==> src/rtl/lock_pkg.sv <==
// ============================================================================
// Module      : lock_pkg
// Description : Shared state encoding, status colours and width helpers for
//               the multi-digit keypad lock.
// Revision    : 1.0 - initial release
// ============================================================================
`default_nettype none

package lock_pkg;

    typedef enum logic [2:0] {
        ST_LOCKED       = 3'd0,
        ST_UNLOCKED     = 3'd1,
        ST_PROG_NEW     = 3'd2,
        ST_PROG_CONFIRM = 3'd3,
        ST_LOCKOUT      = 3'd4
    } lock_state_t;

    localparam logic [2:0] c_rgb_locked   = 3'b000;
    localparam logic [2:0] c_rgb_unlocked = 3'b010;
    localparam logic [2:0] c_rgb_lockout  = 3'b100;
    localparam logic [2:0] c_rgb_prog     = 3'b001;

    // A single-key pad still needs one bit to carry its index.
    function automatic int key_width(input int num_keys);
        return (num_keys > 2) ? $clog2(num_keys) : 1;
    endfunction

    function automatic int cnt_width(input int max_val);
        return (max_val > 0) ? $clog2(max_val + 1) : 1;
    endfunction

endpackage

`default_nettype wire

==> src/rtl/lock_timer.sv <==
// ============================================================================
// Module      : lock_timer
// Description : Loadable down-counter; o_done pulses on its final cycle.
// Revision    : 1.0 - initial release
// ============================================================================
`default_nettype none

module lock_timer #(
    parameter int WIDTH = 8
) (
    input  logic             clk,
    input  logic             rst,
    input  logic [WIDTH-1:0] i_load_val,
    input  logic             i_start,
    output logic             o_done
);

    logic [WIDTH-1:0] r_count;

    always_ff @(posedge clk) begin
        if (rst) begin
            r_count <= '0;
        end else if (i_start) begin
            r_count <= i_load_val;
        end else if (r_count != '0) begin
            r_count <= r_count - WIDTH'(1);
        end
    end

    // A restart on the expiry cycle suppresses the stale pulse.
    assign o_done = (r_count == WIDTH'(1)) && !i_start;

endmodule

`default_nettype wire

==> src/rtl/multi_digit_lock.sv <==
// ============================================================================
// Module      : multi_digit_lock
// Description : Keypad code lock with retry lockout, auto-relock and
//               two-pass code reprogramming; all outputs registered.
// Revision    : 1.0 - initial release
// ============================================================================
`default_nettype none

module multi_digit_lock
    import lock_pkg::*;
#(
    parameter int NUM_KEYS         = 4,
    parameter int CODE_LEN         = 4,
    parameter int MAX_TRIES        = 3,
    parameter int LOCKOUT_CYCLES   = 250_000_000,
    parameter int AUTO_LOCK_CYCLES = 0,
    parameter logic [CODE_LEN*key_width(NUM_KEYS)-1:0] DEFAULT_CODE = 8'h1B,
    localparam int KEY_W  = key_width(NUM_KEYS),
    localparam int DCNT_W = cnt_width(CODE_LEN),
    localparam int FCNT_W = cnt_width(MAX_TRIES)
) (
    input  logic              clk,
    input  logic              rst,
    input  logic              key_valid,
    input  logic [KEY_W-1:0]  key_code,
    input  logic              key_clear,
    input  logic              lock_req,
    input  logic              prog_req,
    output logic              unlocked,
    output logic              lockout,
    output logic              prog_mode,
    output logic [DCNT_W-1:0] digit_cnt,
    output logic [FCNT_W-1:0] fail_cnt,
    output logic              ok_pulse,
    output logic              err_pulse,
    output logic [2:0]        rgb
);

    localparam int CODE_W = CODE_LEN * KEY_W;
    localparam int LOCK_W = cnt_width(LOCKOUT_CYCLES);
    localparam logic [DCNT_W-1:0] c_last_digit = DCNT_W'(CODE_LEN - 1);
    localparam logic [FCNT_W-1:0] c_max_tries  = FCNT_W'(MAX_TRIES);

    lock_state_t       r_state, w_state_nxt;
    logic [CODE_W-1:0] r_entry, w_entry_nxt;
    logic [CODE_W-1:0] r_cand, w_cand_nxt;
    logic [CODE_W-1:0] r_code, w_code_nxt;
    logic [CODE_W-1:0] w_shifted;
    logic [DCNT_W-1:0] r_digit_cnt, w_digit_nxt;
    logic [FCNT_W-1:0] r_fail_cnt, w_fail_nxt;
    logic              r_ok, w_ok_nxt;
    logic              r_err, w_err_nxt;
    logic              r_unlocked, r_lockout, r_prog;
    logic [2:0]        r_rgb, w_rgb_nxt;
    logic              w_key_ok, w_last_digit;
    logic              w_lockout_start, w_lockout_done;
    logic              w_auto_start, w_auto_done;

    assign w_key_ok     = key_valid && (int'(key_code) < NUM_KEYS);
    assign w_last_digit = (r_digit_cnt == c_last_digit);
    assign w_shifted    = (r_entry << KEY_W) | CODE_W'(key_code);

    lock_timer #(
        .WIDTH(LOCK_W)
    ) u_lockout_timer (
        .clk       (clk),
        .rst       (rst),
        .i_load_val(LOCK_W'(LOCKOUT_CYCLES)),
        .i_start   (w_lockout_start),
        .o_done    (w_lockout_done)
    );

    generate
        if (AUTO_LOCK_CYCLES > 0) begin : g_auto_lock
            localparam int AUTO_W = cnt_width(AUTO_LOCK_CYCLES);
            lock_timer #(
                .WIDTH(AUTO_W)
            ) u_auto_timer (
                .clk       (clk),
                .rst       (rst),
                .i_load_val(AUTO_W'(AUTO_LOCK_CYCLES)),
                .i_start   (w_auto_start),
                .o_done    (w_auto_done)
            );
        end else begin : g_no_auto_lock
            logic w_unused_auto_start;
            assign w_unused_auto_start = w_auto_start;
            assign w_auto_done         = 1'b0;
        end
    endgenerate

    always_comb begin
        w_state_nxt     = r_state;
        w_entry_nxt     = r_entry;
        w_cand_nxt      = r_cand;
        w_code_nxt      = r_code;
        w_digit_nxt     = r_digit_cnt;
        w_fail_nxt      = r_fail_cnt;
        w_ok_nxt        = 1'b0;
        w_err_nxt       = 1'b0;
        w_lockout_start = 1'b0;
        w_auto_start    = 1'b0;
        w_rgb_nxt       = c_rgb_locked;

        case (r_state)
            ST_LOCKED: begin
                if (key_clear) begin
                    w_entry_nxt = '0;
                    w_digit_nxt = '0;
                end else if (w_key_ok) begin
                    if (w_last_digit) begin
                        w_entry_nxt = '0;
                        w_digit_nxt = '0;
                        if (w_shifted == r_code) begin
                            w_state_nxt  = ST_UNLOCKED;
                            w_fail_nxt   = '0;
                            w_ok_nxt     = 1'b1;
                            w_auto_start = 1'b1;
                        end else begin
                            w_err_nxt  = 1'b1;
                            w_fail_nxt = r_fail_cnt + FCNT_W'(1);
                            if (r_fail_cnt + FCNT_W'(1) == c_max_tries) begin
                                w_state_nxt     = ST_LOCKOUT;
                                w_lockout_start = 1'b1;
                            end
                        end
                    end else begin
                        w_entry_nxt = w_shifted;
                        w_digit_nxt = r_digit_cnt + DCNT_W'(1);
                    end
                end
            end

            ST_UNLOCKED: begin
                if (lock_req) begin
                    w_state_nxt = ST_LOCKED;
                end else if (prog_req) begin
                    w_state_nxt = ST_PROG_NEW;
                end else if (w_auto_done) begin
                    w_state_nxt = ST_LOCKED;
                end
            end

            ST_PROG_NEW, ST_PROG_CONFIRM: begin
                if (lock_req) begin
                    w_state_nxt = ST_LOCKED;
                    w_entry_nxt = '0;
                    w_digit_nxt = '0;
                end else if (key_clear) begin
                    w_entry_nxt = '0;
                    w_digit_nxt = '0;
                end else if (w_key_ok) begin
                    if (w_last_digit) begin
                        w_entry_nxt = '0;
                        w_digit_nxt = '0;
                        if (r_state == ST_PROG_NEW) begin
                            w_cand_nxt  = w_shifted;
                            w_state_nxt = ST_PROG_CONFIRM;
                        end else begin
                            // A confirm mismatch keeps the old code; fail_cnt untouched.
                            if (w_shifted == r_cand) begin
                                w_code_nxt = r_cand;
                                w_ok_nxt   = 1'b1;
                            end else begin
                                w_err_nxt  = 1'b1;
                            end
                            w_state_nxt  = ST_UNLOCKED;
                            w_auto_start = 1'b1;
                        end
                    end else begin
                        w_entry_nxt = w_shifted;
                        w_digit_nxt = r_digit_cnt + DCNT_W'(1);
                    end
                end
            end

            ST_LOCKOUT: begin
                if (w_lockout_done) begin
                    w_state_nxt = ST_LOCKED;
                    w_fail_nxt  = '0;
                    w_entry_nxt = '0;
                    w_digit_nxt = '0;
                end
            end

            default: begin
                w_state_nxt = ST_LOCKED;
                w_entry_nxt = '0;
                w_digit_nxt = '0;
            end
        endcase

        case (w_state_nxt)
            ST_UNLOCKED:                  w_rgb_nxt = c_rgb_unlocked;
            ST_LOCKOUT:                   w_rgb_nxt = c_rgb_lockout;
            ST_PROG_NEW, ST_PROG_CONFIRM: w_rgb_nxt = c_rgb_prog;
            default:                      w_rgb_nxt = c_rgb_locked;
        endcase
    end

    // Status flags are registered from the next state so they track r_state exactly.
    always_ff @(posedge clk) begin
        if (rst) begin
            r_state     <= ST_LOCKED;
            r_entry     <= '0;
            r_cand      <= '0;
            r_code      <= DEFAULT_CODE;
            r_digit_cnt <= '0;
            r_fail_cnt  <= '0;
            r_ok        <= 1'b0;
            r_err       <= 1'b0;
            r_unlocked  <= 1'b0;
            r_lockout   <= 1'b0;
            r_prog      <= 1'b0;
            r_rgb       <= c_rgb_locked;
        end else begin
            r_state     <= w_state_nxt;
            r_entry     <= w_entry_nxt;
            r_cand      <= w_cand_nxt;
            r_code      <= w_code_nxt;
            r_digit_cnt <= w_digit_nxt;
            r_fail_cnt  <= w_fail_nxt;
            r_ok        <= w_ok_nxt;
            r_err       <= w_err_nxt;
            r_unlocked  <= (w_state_nxt == ST_UNLOCKED);
            r_lockout   <= (w_state_nxt == ST_LOCKOUT);
            r_prog      <= (w_state_nxt == ST_PROG_NEW) || (w_state_nxt == ST_PROG_CONFIRM);
            r_rgb       <= w_rgb_nxt;
        end
    end

    assign unlocked  = r_unlocked;
    assign lockout   = r_lockout;
    assign prog_mode = r_prog;
    assign digit_cnt = r_digit_cnt;
    assign fail_cnt  = r_fail_cnt;
    assign ok_pulse  = r_ok;
    assign err_pulse = r_err;
    assign rgb       = r_rgb;

endmodule

`default_nettype wire

==> config.mk <==
export PLATFORM = sky130hd
export DESIGN_NAME = multi_digit_lock
export DESIGN_NICKNAME = d
export VERILOG_FILES = /design/src/rtl/lock_pkg.sv /design/src/rtl/lock_timer.sv /design/src/rtl/multi_digit_lock.sv
export SDC_FILE = /design/constraint.sdc
export NUM_CORES = 1
export LEC_CHECK = 0
export ABC_AREA = 1
export CAP_MARGIN = 10
export CELL_PAD_IN_SITES_DETAIL_PLACEMENT = 1
export CELL_PAD_IN_SITES_GLOBAL_PLACEMENT = 1
export CORE_MARGIN = 5
export CORE_UTILIZATION = 46
export CTS_CLUSTER_SIZE = 24
export DETAILED_ROUTE_END_ITERATION = 10
export GPL_ROUTABILITY_DRIVEN = 0
export PLACE_DENSITY_LB_ADDON = 0.1
export SYNTH_ARGS = -nofsm -noshare
export SYNTH_HDL_FRONTEND = slang
export SYNTH_SLANG_ARGS = --single-unit
==> constraint.sdc <==
create_clock -name clk -period 3.03 [get_ports clk]
set_input_delay 0.4545 -clock clk [delete_from_list [all_inputs] [get_ports clk]]
set_output_delay 0.4545 -clock clk [all_outputs]
set_load 0.02 [all_outputs]
==> results.ini, run 1 <==
[run_status]
status = completed

[clocking]
cts_tree = done
clk_latency_ns = 0.35
post-cts-setup-buffers = 0
clockRootBuffer = clkbuf_8
cts_sinks = 65
h-tree-depth = 3
cts_buffers = 9
clk_pin_slew_ns = 0.08
cts_resized = 0
cts_buffer_depth = 2
cts_hold_buf = 0

[finish]
nFillCells = 1049
n_antenna_cell = 0
drive_gt1_share_pct = 9.19
layout.cells.non_filler = 668
final_nets = 574
final-seq-area_um2 = 1300
multi_input_area_um2 = 1920
syn2layout_area_growth_pct = 14.2

[worst_setup_path]
critical_path.max_fanout = 16
crit_slowest_cell = clkdlybuf4s50_1
crit_chain = clkdlybuf4s50_1, inv_2, nand2_1, nand2_1, nand2_1, nor2_1, nand2_2, nand2_4, nand2_1, nor3_1
critPathMostFrequentCell = nand2_1
crit_type = in2reg
path_buf_inv = 2
cp_top_family = simple AND/OR/NAND/NOR gates
reg2reg_depth = 8
slowest_delay_ns = 0.47
cp-end-kind = flip-flop
cp.required_ns = 3.30
critPathArrivalTime_ns = 2.38
path_depth = 10
critical_path.startpoint_type = input port

[drt]
ant_nets = 0
drc = 0
via_count = 3477
wirelength_um = 10600
drt_iter0_markers = 134
wl_per_cell_um = 15.9
viasPerCell = 5.21
dr.pass1.iters = 6

[logic_synthesis]
synth_common_cells = 127 x nand2_1, 104 x nor2_1, 65 x dfxtp_1
yosys.area_share.simple_pct = 36.7
avgSynthCellArea_um2 = 6.57
synth_fp_nets = 551
ys_ff_latch = 65
synthMuxAreaShare_pct = 0
ys_async_sr_fraction_pct = 0
synth_top_family_by_area = simple AND/OR/NAND/NOR gates
synth-adder-area-share_pct = 1.77
synth_edf_count = 0
syn_area_um2 = 3540
yosys.area.top_type = dfxtp_1
yosys-top-cells-area = dfxtp_1 37%, nand2_1 13%, nor2_1 11%
ys_types = 37
synth-compound-area-share_pct = 10.9
syn_inst = 538
synth_most_common_cell = nand2_1
ys_seq_area_share_pct = 36.8
synthFlopType = dfxtp_1
ys.warnings.count = 0
synth_top_area_share_pct = 36.8
synth_xor_area_share_pct = 4.95

[global_route]
antenna_found_initial = 0
grt_start_max_net_pins = 29
grt_pass1_wl_um = 18000
grt_overflow_total = 0
grt_pass1_vias = 3725
grt_usage_pct = 23.3

[timing]
finalCriticalPeriod_ns = 2.10
slew_violations = 0
worst_slack_ns = 0.925
max_slew_margin_pct = 60.4
clock_skew_ns = 0.00594
max_freq_mhz = 475
finalHoldViolCount = 0
rsz0062_at_grt = no
final-setup-viol-count = 0
worst_slew_pin_slew_ns = 0.589
min_period_over_period_pct = 69.5
final.setup.tns_ns = 0

[place]
dp.cells = 652
hpwlAfterDp_um = 7880
port_buffers = 20
dp_slack_ns = 0.580

[floorplan]
start_util_pct = 46.5
die_x_um = 97.7
die_y_um = 97.7
placementRows = 32
die_area_um2 = 9540
io_pins = 21
coreArea_um2 = 7610

[hold_path]
hp-class = reg2reg
whs_path_depth = 2

[power]
p_per_area_nw_per_um2 = 786
irDropWorstVdd_v = 0.000246
power_leakage_nw = 1.93

[run]
maxCapViolations = 0

## metal layers
layer / wire length, µm / share of wire, % / up-vias / track usage [%]
li1: - / - / 1734 / -
met5: 0 / 0 / - / 0
met2: 5680 / 53 / 37 / 43.5
met1: 4500 / 42 / 1683 / 26.4
met4: 246 / 2.3 / 0 / 7.99
met3: 201 / 1.9 / 23 / 4.09
## path summary, 6_finish.rpt
| check | startpoint | to | slack [ns] |
|---|---|---|---|
| setup / recovery | key_code[0] | u_lockout_timer.r_count[0] | 0.93 |
| hold / removal | u_lockout_timer.r_count[14] | u_lockout_timer.r_count[14] | 0.50 |
| setup reg to reg | digit_cnt[1] | u_lockout_timer.r_count[0] | 1.05 |
| hold reg to reg | u_lockout_timer.r_count[14] | u_lockout_timer.r_count[14] | 0.50 |
## stage by stage
| stage | area (µm²) | util, % | hold WS (ns) | total power [mW] |
|---|---|---|---|---|
| after floorplan | 3540 | - | 0.456 | 2.06 |
| after global placement | 3830 | 50.4 | 0.470 | 2.33 |
| after detailed placement | 3830 | 50.4 | 0.485 | 2.39 |
| after CTS | 4040 | 53.1 | 0.497 | 3.19 |
| after global routing | 4040 | 53.1 | 0.533 | 3.42 |
| final | 4040 | 53.1 | 0.500 | 3.17 |
## power breakdown
part | internal [mW] | total (mW) | switching, mW
sequential | 0.956 | 1.06 | 0.107
clock | 0.404 | 0.779 | 0.376
combinational | 0.449 | 1.33 | 0.879
## cells in the final DEF (no fill, tap or decap), types with 6 or more instances in the layout
cell type,Yosys,final
inv_2,8,8
xnor2_1,9,9
o21ai_0,20,20
nor2_1,104,104
nand2_1,127,127
clkdlybuf4s50_1,0,20
a21oi_1,40,40
nand2_2,6,6
xor2_1,11,11
dfxtp_1,65,65
clkbuf_8,0,10
inv_1,57,57
nand3_1,25,25
nand4_1,6,6
## sequential cells by signal, indices dropped and copies added (netlist names)
name and flops:
prog_mode 1, ok_pulse 1, r_cand 8, r_code 8, digit_cnt 3, r_state 3
rgb 3, u_lockout_timer.r_count 28, err_pulse 1, lockout 1, r_entry 6, fail_cnt 2
## layout make-up
type / instances / area share, %
Clock inverter: 6 / 1.64
Clock buffer: 10 / 3.41
Sequential cell: 65 / 32.2
Inverter: 66 / 6.14
Tap cell: 102 / 3.16
Multi-Input combinational cell: 394 / 47.5
Timing Repair Buffer: 25 / 5.89
## logic make-up (layout without fill, tap and decap cells)
kind of cell	count (synthesis)	after routing
simple gates	297	297
buf+inv	79	107
compound gates	72	72
flops	65	65
xor+xnor	20	20
fa+ha+maj	5	5
## worst register-to-register path, delay by kind of cell (launching register included)
kind | cells | cell delay (ns)
adders and majority gates | 1 | 0.20
DFF | 1 | 0.41
and+or+nand+nor | 7 | 1.25
Power figures use the tool's default switching activity.
==> inputs of run 2 (changes only) <==
--- a/config.mk
+++ b/config.mk
@@ -10,7 +10,7 @@
 export CELL_PAD_IN_SITES_DETAIL_PLACEMENT = 1
 export CELL_PAD_IN_SITES_GLOBAL_PLACEMENT = 1
 export CORE_MARGIN = 5
-export CORE_UTILIZATION = 46
+export CORE_UTILIZATION = 42
 export CTS_CLUSTER_SIZE = 24
 export DETAILED_ROUTE_END_ITERATION = 10
 export GPL_ROUTABILITY_DRIVEN = 0
==> constraint.sdc (replaced) <==
create_clock -name clk -period 2.2 [get_ports clk]
set_input_delay 0.33 -clock clk [delete_from_list [all_inputs] [get_ports clk]]
set_output_delay 0.33 -clock clk [all_outputs]
set_load 0.02 [all_outputs]
==> run 2 against run 1 <==
Global-route usage shrank 2.6 points. Largest cell class unchanged. First-iteration DRC count shrank 43%. Clock power grew 37%. Clock skew grew 0.0030 ns. Utilization shrank 3.4 points.
==> results.ini, run 2 (synthesis results as in run 1) <==
[worst_setup_path]
critical_path.startpoint_type = flip-flop
cp.required_ns = 2.43
critical_path.max_fanout = 16
regToRegSetupSlack_ns = 0.30
cp-end-kind = flip-flop
crit_type = reg2reg
critPathArrivalTime_ns = 2.13

[clocking]
clk_pin_slew_ns = 0.08
cts_resized = 0
clk_latency_ns = 0.34
clockRootBuffer = clkbuf_8
cts_buffers = 9
cts_tree = done
post-cts-setup-buffers = 0
cts_hold_buf = 0
cts_sinks = 65
h-tree-depth = 3
cts_buffer_depth = 2

[drt]
drc = 0
ant_nets = 0
wl_met1_um = 4330
wirelength_um = 9780
wl_met2_um = 5020
top_layer_used = met4
drt_iter0_markers = 77
via_count = 3438
viasPerCell = 5.09
met3_wirelength_um = 149
wl_per_cell_um = 14.5
dr.pass1.iters = 4

[power]
p_per_area_nw_per_um2 = 1070
power_leakage_nw = 1.97
irDropWorstVdd_v = 0.000356

[global_route]
grt_overflow_total = 0
grt_pass1_wl_um = 17000
grt_pass1_vias = 3714
grt_usage_pct = 20.7
grt_start_max_net_pins = 21
antenna_found_initial = 0

[run_status]
status = completed

[finish]
layout.cells.non_filler = 676
final-seq-area_um2 = 1300
syn2layout_area_growth_pct = 15.4
drive_gt1_share_pct = 9.98
nFillCells = 1110
multi_input_area_um2 = 1920
largest-register = u_lockout_timer.r_count
final_common_cell = nand2_1
n_antenna_cell = 0
final_nets = 579
reg_top3 = u_lockout_timer.r_count x28, r_cand x8, r_code x8
largest_register_ffs = 28
most-common-layout-cells = 127 x nand2_1, 104 x nor2_1, 65 x dfxtp_1

[hold_path]
hp-class = reg2reg

[timing]
timing.hold.ws_ns = 0.500
finalHoldViolCount = 0
rsz0062_at_grt = no
slew_violations = 0
final.setup.tns_ns = 0
max_slew_margin_pct = 66.1
clock_skew_ns = 0.00895
max_freq_mhz = 526
finalCriticalPeriod_ns = 1.90
final-setup-viol-count = 0
min_period_over_period_pct = 86.5
worst_slew_pin_slew_ns = 0.507

[place]
dp.cells = 660
port_buffers = 20
hpwlAfterDp_um = 7470

[floorplan]
start_util_pct = 43.0
coreArea_um2 = 8220
die_x_um = 102
die_area_um2 = 10400
io_pins = 21
die_y_um = 102
placementRows = 33

[run]
maxCapViolations = 0

==> run 2: changes by cell type in the layout (fill, tap and decap cells not counted), sizes merged <==
cell | previous run | this run
clkinv | 2 | 5
clkinvlp | 3 | 0
buf | 5 | 10
clkbuf | 10 | 11
inv | 66 | 65
==> run 2: through the flow <==
step / cell area [µm²] / utilization, % / power, mW / setup WS [ns]
after CTS: 4080 / 49.6 / 4.39 / 0.276
final: 4080 / 49.6 / 4.34 / 0.297
after detailed placement: 3870 / 47.1 / 3.30 / 0.0413
after global routing: 4080 / 49.6 / 4.70 / 0.0695
after floorplan: 3540 / - / 2.84 / 0.491
after global placement: 3870 / 47.1 / 3.23 / 0.0921
==> run 2: path summary, 6_finish.rpt <==
kind / start / endpoint / depth (start not counted)
max reg2reg: u_lockout_timer.r_count[18] / u_lockout_timer.r_count[21] / 9
min reg2reg: u_lockout_timer.r_count[10] / u_lockout_timer.r_count[10] / 2
min: u_lockout_timer.r_count[10] / u_lockout_timer.r_count[10] / 2
max: u_lockout_timer.r_count[18] / u_lockout_timer.r_count[21] / 9
==> run 2: worst max-delay path, stage by stage, from the launching register on <==
cell and delay, ns:
dfxtp_1 0.35, nor2_1 0.16, nand2_1 0.10, nor2_1 0.14
nand2_1 0.14, inv_2 0.10, nand4_2 0.39, inv_1 0.22
or2_1 0.14, a21oi_1 0.06
==> run 2: report_power, final <==
group / internal [mW] / switching [mW] / total [mW]
Clock: 0.582 / 0.485 / 1.07
Sequential: 1.32 / 0.144 / 1.46
Combinational: 0.634 / 1.18 / 1.82
==> run 2: layout make-up <==
cell class / instances / area share, %
inverter: 66 / 6.07
clock inverter: 5 / 1.32
multi-input combinational: 394 / 47.0
clock buffer: 11 / 3.71
sequential: 65 / 31.9
timing repair buffer: 30 / 6.75
tap: 105 / 3.22
==> run 2: metal layers <==
layer	GRT usage, %	vias up
li1	-	1747
met1	23.5	1629
met2	38.0	38
met3	3.72	24
met4	8.28	0
met5	0	-
